$ cat config.mk
export PLATFORM = sky130hd
export DESIGN_NAME = hazard_ctrl
export DESIGN_NICKNAME = d
export VERILOG_FILES = /design/src/rtl/hazard_pkg.sv /design/src/rtl/load_use_detect.sv /design/src/rtl/hazard_ctrl.sv
export SDC_FILE = /design/constraint.sdc
export NUM_CORES = 1
export LEC_CHECK = 0
export BUFFER_PORTS_ARGS = -buffer_cell sky130_fd_sc_hd__buf_2
export CELL_PAD_IN_SITES_DETAIL_PLACEMENT = 1
export CELL_PAD_IN_SITES_GLOBAL_PLACEMENT = 2
export CORE_AREA = 2 2 54 56
export CTS_CLUSTER_DIAMETER = 60
export DETAILED_ROUTE_END_ITERATION = 7
export DIE_AREA = 0 0 56 58
export PLACE_DENSITY_LB_ADDON = 0.25
export SLEW_MARGIN = 30
export SYNTH_ARGS = -nofsm -noshare
export SYNTH_HDL_FRONTEND = slang
export SYNTH_SLANG_ARGS = --single-unit
$ cat constraint.sdc
create_clock -name clk_i -period 3.5 [get_ports clk_i]
set_input_delay 0 -clock clk_i [delete_from_list [all_inputs] [get_ports clk_i]]
set_output_delay 0 -clock clk_i [all_outputs]
set_load 0.005 [all_outputs]
$ cat src/rtl/hazard_pkg.sv
// Shared types for the pipeline hazard controller.
package hazard_pkg;

  localparam int unsigned REG_AW_DEFAULT = 5;

  typedef enum logic [0:0] {
    RUN      = 1'b0,
    MEM_WAIT = 1'b1
  } hz_state_e;

  // RUN-state hazard priority: the encoding is the rank, lowest value wins.
  typedef enum logic [1:0] {
    HzMemStall = 2'd0,
    HzBranch   = 2'd1,
    HzLoadUse  = 2'd2,
    HzNone     = 2'd3
  } hz_cause_e;

endpackage

$ cat src/rtl/load_use_detect.sv
// Combinational load-use compare between the ID operands and the load in EX.
module load_use_detect
  import hazard_pkg::*;
#(
  parameter int unsigned REG_AW = REG_AW_DEFAULT
) (
  input  logic [REG_AW-1:0] i_rs1,
  input  logic [REG_AW-1:0] i_rs2,
  input  logic              i_use_rs1,
  input  logic              i_use_rs2,
  input  logic              i_ex_mem_read,
  input  logic [REG_AW-1:0] i_ex_rd,
  output logic              o_load_use
);

  logic w_rs1_hit;
  logic w_rs2_hit;

  assign w_rs1_hit  = i_use_rs1 && (i_rs1 == i_ex_rd);
  assign w_rs2_hit  = i_use_rs2 && (i_rs2 == i_ex_rd);
  // x0 is hardwired to zero, so a load targeting it never creates a dependency.
  assign o_load_use = i_ex_mem_read && (i_ex_rd != '0) && (w_rs1_hit || w_rs2_hit);

endmodule

$ cat src/rtl/hazard_ctrl.sv
// Pipeline hazard controller: load-use bubble, branch flush, data-memory wait freeze.
// Optional perf counters are built when HAZARD_PERF_EN is defined.
module hazard_ctrl
  import hazard_pkg::*;
#(
  parameter int unsigned REG_AW      = REG_AW_DEFAULT,
  parameter int unsigned MEM_TIMEOUT = 64
`ifdef HAZARD_PERF_EN
  ,
  parameter int unsigned CNT_W       = 32
`endif
) (
  input  logic              clk_i,
  input  logic              rst_ni,
  input  logic [REG_AW-1:0] IDrs1_i,
  input  logic [REG_AW-1:0] IDrs2_i,
  input  logic              IDuseRs1_i,
  input  logic              IDuseRs2_i,
  input  logic              IDEXMemRead_i,
  input  logic [REG_AW-1:0] IDEXrd_i,
  input  logic              EXBranchTaken_i,
  input  logic              MemReq_i,
  input  logic              MemReady_i,
  output logic              controlZeroSel_o,
  output logic              PCWrite_o,
  output logic              IFIDWrite_o,
  output logic              IFIDFlush_o,
  output logic              PipeFreeze_o,
  output logic              MemTimeout_o
`ifdef HAZARD_PERF_EN
  ,
  output logic [CNT_W-1:0]  LoadStallCnt_o,
  output logic [CNT_W-1:0]  MemWaitCnt_o
`endif
);

  localparam int unsigned CW = $clog2(MEM_TIMEOUT + 1);
  localparam logic [CW-1:0] TMO_MAX = CW'(MEM_TIMEOUT);

  hz_state_e r_state, w_state_next;
  logic [CW-1:0] r_cnt, w_cnt_next;
  logic r_tmo, w_tmo_next;
  logic w_load_use;
  hz_cause_e w_cause;

  load_use_detect #(
    .REG_AW (REG_AW)
  ) u_load_use_detect (
    .i_rs1         (IDrs1_i),
    .i_rs2         (IDrs2_i),
    .i_use_rs1     (IDuseRs1_i),
    .i_use_rs2     (IDuseRs2_i),
    .i_ex_mem_read (IDEXMemRead_i),
    .i_ex_rd       (IDEXrd_i),
    .o_load_use    (w_load_use)
  );

  always_comb begin
    if (MemReq_i && !MemReady_i) w_cause = HzMemStall;
    else if (EXBranchTaken_i)    w_cause = HzBranch;
    else if (w_load_use)         w_cause = HzLoadUse;
    else                         w_cause = HzNone;
  end

  always_comb begin
    controlZeroSel_o = 1'b0;
    PCWrite_o        = 1'b1;
    IFIDWrite_o      = 1'b1;
    IFIDFlush_o      = 1'b0;
    PipeFreeze_o     = 1'b0;
    w_state_next     = r_state;
    w_cnt_next       = r_cnt;
    w_tmo_next       = r_tmo;
    if (!rst_ni) begin
      controlZeroSel_o = 1'b1;
      PCWrite_o        = 1'b0;
      IFIDWrite_o      = 1'b0;
    end else if (r_state == MEM_WAIT) begin
      // Frozen pipeline: branch and load-use are re-evaluated after release.
      PipeFreeze_o = 1'b1;
      PCWrite_o    = 1'b0;
      IFIDWrite_o  = 1'b0;
      if (MemReady_i) begin
        w_state_next = RUN;
        w_cnt_next   = '0;
      end else if (r_cnt == TMO_MAX) begin
        w_tmo_next = 1'b1;
      end else begin
        w_cnt_next = r_cnt + CW'(1);
      end
    end else begin
      unique case (w_cause)
        HzMemStall: begin
          PipeFreeze_o = 1'b1;
          PCWrite_o    = 1'b0;
          IFIDWrite_o  = 1'b0;
          w_state_next = MEM_WAIT;
          w_cnt_next   = CW'(1);
        end
        HzBranch: begin
          IFIDFlush_o      = 1'b1;
          controlZeroSel_o = 1'b1;
        end
        HzLoadUse: begin
          controlZeroSel_o = 1'b1;
          PCWrite_o        = 1'b0;
          IFIDWrite_o      = 1'b0;
        end
        HzNone: ;
      endcase
    end
  end

  always_ff @(posedge clk_i or negedge rst_ni) begin
    if (!rst_ni) begin
      r_state <= RUN;
      r_cnt   <= '0;
      r_tmo   <= 1'b0;
    end else begin
      r_state <= w_state_next;
      r_cnt   <= w_cnt_next;
      r_tmo   <= w_tmo_next;
    end
  end

  assign MemTimeout_o = r_tmo;

`ifdef HAZARD_PERF_EN
  logic [CNT_W-1:0] r_ld_cnt;
  logic [CNT_W-1:0] r_wait_cnt;
  logic w_ld_inc;

  assign w_ld_inc = (r_state == RUN) && (w_cause == HzLoadUse);

  always_ff @(posedge clk_i or negedge rst_ni) begin
    if (!rst_ni) begin
      r_ld_cnt   <= '0;
      r_wait_cnt <= '0;
    end else begin
      if (w_ld_inc)     r_ld_cnt   <= r_ld_cnt + CNT_W'(1);
      if (PipeFreeze_o) r_wait_cnt <= r_wait_cnt + CNT_W'(1);
    end
  end

  assign LoadStallCnt_o = r_ld_cnt;
  assign MemWaitCnt_o   = r_wait_cnt;
`endif

endmodule

==> flow_summary.yaml, run 1 <==
status:
  run_status: "finished, final reports clean"
cts:
  hold_buffers: 2
  ctsResizeCount: 0
  clockBufferDepth: 2
  clkSinkCount: 9
  h-tree-depth: 1
  clk_latency_ps: 260
  post_cts_buffers: 0
  cts.reportedPaths.clkPinSlew_ps: 60
  cts-root-buf: "clkbuf_4"
  numCtsBuffers: 3
  cts_tree: "done"
global_route:
  grt_util_met3_pct: 2.46
  grt_pass1_vias: 769
  antenna_found_initial: 0
  grt_pass1_wl_mm: 3.37
  busiest_layer: "met2"
  use_met1_pct: 15.4
  grtUsageMet2_pct: 23.2
  grtUsageTotal_pct: 13.0
  grt_max_degree: 17
  grt_overflow: 0
timing:
  hold_viol: 0
  clock_skew_ps: 1.16
  max_slew_margin_pct: 62.3
  fmax_mhz: 501
  worst-slew-pin-transition_ps: 565
  fin_crit_sh_pct: 57.1
  fin_crit_ps: 2000
  rsz0062_at_grt: "no"
  fin_tns_setup_ps: 0
  slew_viol_final: 0
  finalSetupViolations: 0
power:
  vdd_ir_drop_max_v: 0.000244
  power.density_nw_per_um2: 414
  leakage_nw: 0.437
  p_seq_share_pct: 40.9
  internal_power_uw: 245
  switching_share_pct: 37.8
  power_frac_comb_pct: 38.5
  p_clk_share_pct: 20.6
  power_switching_uw: 149
die:
  fp-row-count: 19
  die_w_um: 56
  pin_count: 29
  die_h_um: 58
  die_area_um2: 3250
  core-area_um2: 2660
  start_util_pct: 27.6
final_layout:
  nNetsFinal: 140
  synthToLayoutAreaGrowth_pct: 29.4
  drive_gt1_share_pct: 35.7
  fin_cells: 143
  antenna_cells: 0
yosys:
  synth-seq-area-share_pct: 30.6
  synthesis.area_um2: 736
  syn-num-nets: 107
  yosys_register_bits: 9
  synth_cells: 80
  ys.warnings.count: 0
  synth.largest_area_cell: "dfrtp_1"
  synth.avg_cell_area_um2: 9.20
  ys_types: 35
  synth_area_leaders: "dfrtp_1 31%, xnor2_1 15%, ha_1 6.8%"
  yosysTopAreaCellShare_pct: 30.6
setup_path:
  end_kind: "flop"
  cpPeakStageDelay_ps: 510
  cp_cell_sequence: "dlygate4sd3_1 -> buf_2 -> nand2b_1 -> a21bo_2 -> ha_1 -> o21ai_2 -> nor2_2 -> mux2_4"
  worst-setup-path-type: "in2reg"
  cp_max_fo: 12
  worstPathArrival_ps: 2140
  critPathRequiredTime_ps: 3650
  startpoint_type: "primary input"
  cp_slowest_cell: "dlygate4sd3_1"
route:
  vias: 707
  drt_wl_total_mm: 1.81
  antenna_left: 0
  wl_per_cell_um: 12.6
  drcViolationCount: 0
  dr.pass1.iters: 3
  post_drt_via_cell_ratio: 4.94
  drtIter0Drc: 7
placed_design:
  place.gp.congestion: 0.734
  dp_hpwl_mm: 1.43
  port_buffers: 28
  placed_cells: 137
min_path:
  worst_hold_path_type: "in2async"
run:
  maxCapViolCount: 0
-- cells in the mapped netlist, drive strengths merged --
library cell  instances
nand3b                1
ha                    4
a21boi                1
nand2                 4
nand3                 2
nor2                  5
inv                   5
nor3                  2
a21o                  1
a21bo                 1
or2b                  1
xnor2                13
and3                  1
nor2b                 1
buf                   2
nor3b                 2
and3b                 1
mux2                  1
a21oi                 3
o21ai                 7
or4                   1
nor4                  1
nand2b                2
o22ai                 1
o41ai                 1
nand4                 3
dfrtp                 9
nor4b                 1
a311oi                1
a31oi                 2
-- flip-flops by register name, summed over array words and instances (netlist names) --
name          cells
r_cnt             7
MemTimeout_o      1
r_state           1
-- routing by layer --
layer | wire (um) | part of all wire (%)
met1 | 769 | 43
met2 | 914 | 51
met3 | 112 | 6.2
met4 | 10 | 0.55
met5 | 0 | 0
-- power groups by stage --
stage	Combinational, mW	Clock [mW]	Sequential, mW
finish	0.152	0.0812	0.161
global route	0.177	0.0888	0.168
CTS	0.155	0.0859	0.160
detailed placement	0.151	0	0.162
global placement	0.150	0	0.161
floorplan	0.107	0	0.152
-- cells by family after synthesis --
group,share of synthesized area (%)
adder cells (fa/ha/maj),6.80
buffers and inverters,4.25
multiplexers,2.04
XOR/XNOR,15.5
flip-flops,30.6
AO/OA/AOI/OAI,16.0
AND/OR/NAND/NOR,24.8
-- metrics by stage --
stage | cell area [um^2] | total power, mW | setup WS [ps] | utilization [%] | hold slack [ps]
floorplan | 736 | 0.259 | 1660 | - | -296
global route | 952 | 0.433 | 1330 | 35.8 | 199
detailed placement | 902 | 0.312 | 1010 | 33.9 | -94.0
global placement | 902 | 0.311 | 1050 | 33.9 | -95.1
finish | 952 | 0.394 | 1500 | 35.8 | 172
CTS | 948 | 0.401 | 1220 | 35.6 | 155
-- path summary, 6_finish.rpt --
path | startpoint | to | slack, ps | depth (start not counted)
hold reg to reg | MemTimeout_o$_DFFE_PN0P_ | MemTimeout_o$_DFFE_PN0P_ | 450 | 1
min in group clk_i | EXBranchTaken_i | r_state$_DFFE_PN0P_ | 400 | 5
max in group asynchronous | rst_ni | r_cnt[2]$_DFFE_PN0P_ | 3090 | 2
setup / recovery | MemReady_i | r_cnt[0]$_DFFE_PN0P_ | 1500 | 8
setup reg to reg | r_cnt[2]$_DFFE_PN0P_ | r_cnt[0]$_DFFE_PN0P_ | 1930 | 4
hold / removal | rst_ni | r_state$_DFFE_PN0P_ | 170 | 2
-- cell usage in the layout (no fill, tap or decap) --
cell type and instances:
a21bo_2 1, a21boi_0 1, a21o_1 1, a21oi_1 3, a311oi_2 1, a31oi_1 2, and3_4 1, and3b_1 1
buf_2 28, clkbuf_1 1, clkbuf_4 3, dfrtp_1 9, dlygate4sd3_1 2, ha_1 4, inv_1 5, mux2_4 1
nand2_1 4, nand2b_1 2, nand3_1 2, nand3b_1 1, nand4_1 3, nor2_1 4, nor2_2 1, nor2b_1 1
nor3_1 1, nor3_2 1, nor3b_1 1, nor3b_2 1, nor4_1 1, nor4b_2 1, o21ai_0 6, o21ai_2 1
o22ai_1 1, o41ai_1 1, or2b_1 1, or4_1 1, xnor2_1 13
-- critical path: cells and delay by family --
kind                     cells  cell delay, ps
AO/OA/AOI/OAI                2             700
buffers and inverters        2             660
multiplexers                 1             310
AND/OR/NAND/NOR              2             270
adder cells (fa/ha/maj)      1             210
-- final cells by class --
| type | count | area [um^2] |
|---|---|---|
| timing repair buffer | 30 | 160 |
| sequential | 9 | 225 |
| clock buffer | 4 | 26.3 |
| multi-input combinational | 64 | 483 |
| fill | 323 | 1710 |
| inverter | 5 | 18.8 |
| tap | 31 | 38.8 |
Note: power is estimated with default switching activity, not from simulation.
==> run 2: changes to the inputs <==
Settings changed: CORE_AREA 2 2 54 56 to 2 2 59 61, DIE_AREA 0 0 56 58 to 0 0 61 63.
Clock period 3.5 ns to 1.6 ns, I/O delays scaled along.
==> run 2 against run 1 <==
Effect of this change: the flow now finishes with violations (negative setup slack); die area up 18%; sequential power increased by 96%; clock skew increased by 5.4 ps; via count rose by 7.4%; global-route usage down 0.86 points; cell area up 26%; highest routed layer unchanged; count of clock-buffer cells in the layout is the same; sequential cell count is the same; core utilization increased by 1.4 points; register-to-register slack got worse by 1900 ps.
==> flow_summary.yaml, run 2 (synthesis gave the netlist of run 1 again) <==
status:
  run_status: "finished, violations left"
  violations: "negative setup slack"
route:
  post_drt_via_cell_ratio: 4.39
  drtIter0Drc: 14
  wl_per_cell_um: 12.3
  antenna_left: 0
  vias: 759
  drcViolationCount: 0
  dr.pass1.iters: 4
  drt_wl_total_mm: 2.13
setup_path:
  reg2reg_to: "r_cnt[0]$_DFFE_PN0P_"
  worst-setup-path-type: "in2out"
  cp_max_fo: 4
  crit-reg2reg-launch: "r_cnt[5]$_DFFE_PN0P_"
  rr_worst_depth: 4
  r2r_slack_ps: 70
  startpoint_type: "primary input"
  end_kind: "primary output"
  worstPathArrival_ps: 1680
  critPathRequiredTime_ps: 1600
placed_design:
  dpl-instance-area_um2: 1080
  port_buffers: 28
  dp_hpwl_mm: 1.63
  place.gp.congestion: 0.733
final_layout:
  largest_register: "r_cnt"
  final_cell_area_um2: 1200
  nNetsFinal: 155
  final_common_cell: "buf_2"
  synthToLayoutAreaGrowth_pct: 63.3
  drive_gt1_share_pct: 52.0
  final_cell_mix: "26 x buf_2, 13 x buf_4, 11 x xnor2_1, 9 x dfrtp_1, 5 x o21ai_0"
  largest_reg_flops: 7
  antenna_cells: 0
  num-fill-cells: 399
timing:
  fin_crit_sh_pct: 105
  fin_ws_ps: -77.9
  whs_ps: 51.9
  clock_skew_ps: 6.52
  fin_tns_setup_ps: -347
  hold_viol: 0
  fmax_mhz: 596
  rsz0062_at_grt: "yes"
  finalSetupViolations: 6
  worst-slew-pin-transition_ps: 330
  fin_crit_ps: 1680
  max_slew_margin_pct: 78.0
  slew_viol_final: 0
run:
  maxCapViolCount: 0
die:
  die_h_um: 63
  die_area_um2: 3840
  core-area_um2: 3230
  start_util_pct: 22.8
  pin_count: 29
  fp-row-count: 21
  die_w_um: 61
global_route:
  antenna_found_initial: 0
  grt_pass1_vias: 817
  grtUsageTotal_pct: 12.1
  grt_pass1_wl_mm: 3.55
  grt_overflow: 0
  grt_max_degree: 16
power:
  power.density_nw_per_um2: 848
  vdd_ir_drop_max_v: 0.000343
  leakage_nw: 0.544
cts:
  h-tree-depth: 1
  cts-root-buf: "clkbuf_4"
  numCtsBuffers: 3
  cts_tree: "done"
  clk_latency_ps: 260
  clkSinkCount: 9
  clockBufferDepth: 2
  cts.reportedPaths.clkPinSlew_ps: 60
min_path:
  worst_hold_path_type: "in2reg"
  holdPathEnd: "r_state$_DFFE_PN0P_"
  holdPathStages: 3
  min_from: "MemReady_i"
-- run 2: what timing repair did --
action	4_1_cts	5_1_grt
resized for setup	12	4
hold buffers	1	0
setup endpoints to repair	8	8
pin swaps	9	2
buffers inserted	1	1
gates cloned	0	0
endpoints found under the hold margin	9	0
-- run 2: routing by layer --
metal	routed length, um	GRT usage, %
met1	928	13.8
met2	1120	21.5
met3	69	3.11
met4	10	3.26
met5	0	0
-- run 2: layout make-up --
type                       count  area (um^2)  area share (%)
tap                           46         57.6            4.79
timing repair buffer          45          315            26.3
inverter                       5         18.8            1.56
sequential                     9          225            18.8
clock buffer                   4         26.3            2.19
multi-input combinational     64          558            46.5
-- run 2: worst max path at each step --
stage | start | endpoint | slack (ps) | cells past startpoint
after floorplan | IDEXrd_i[1] | r_cnt[2]$_DFFE_PN0P_ | -140 | 10
after global placement | IDEXrd_i[2] | r_cnt[2]$_DFFE_PN0P_ | -350 | 11
after detailed placement | IDEXrd_i[2] | r_cnt[2]$_DFFE_PN0P_ | -380 | 11
after CTS | IDEXrd_i[2] | PipeFreeze_o | -60 | 10
after global routing | IDEXrd_i[2] | r_cnt[2]$_DFFE_PN0P_ | -130 | 11
final | IDEXrd_i[2] | PipeFreeze_o | -80 | 10
-- run 2: where the power goes --
group	switching, mW	internal (mW)
clock network	0.0824	0.0962
logic	0.243	0.282
registers	0.0421	0.273
-- run 2: stage by stage --
step / total power, mW / instances / worst slack (ps) / util (%)
after floorplan: 0.586 / 80 / -143 / -
after global placement: 0.808 / 166 / -348 / 33.4
after detailed placement: 0.808 / 166 / -381 / 33.4
after CTS: 1.02 / 172 / -59.2 / 36.1
after global routing: 1.11 / 173 / -126 / 37.2
final: 1.02 / 173 / -77.9 / 37.2
-- run 2: worst max-delay path, cell delays in order --
cell and delay [ps]:
buf_8 100, or4_4 540, nor2_4 130, nor3b_4 60, a21bo_2 230, ha_4 160
o21ai_4 200, buf_6 130, inv_2 30, buf_6 100
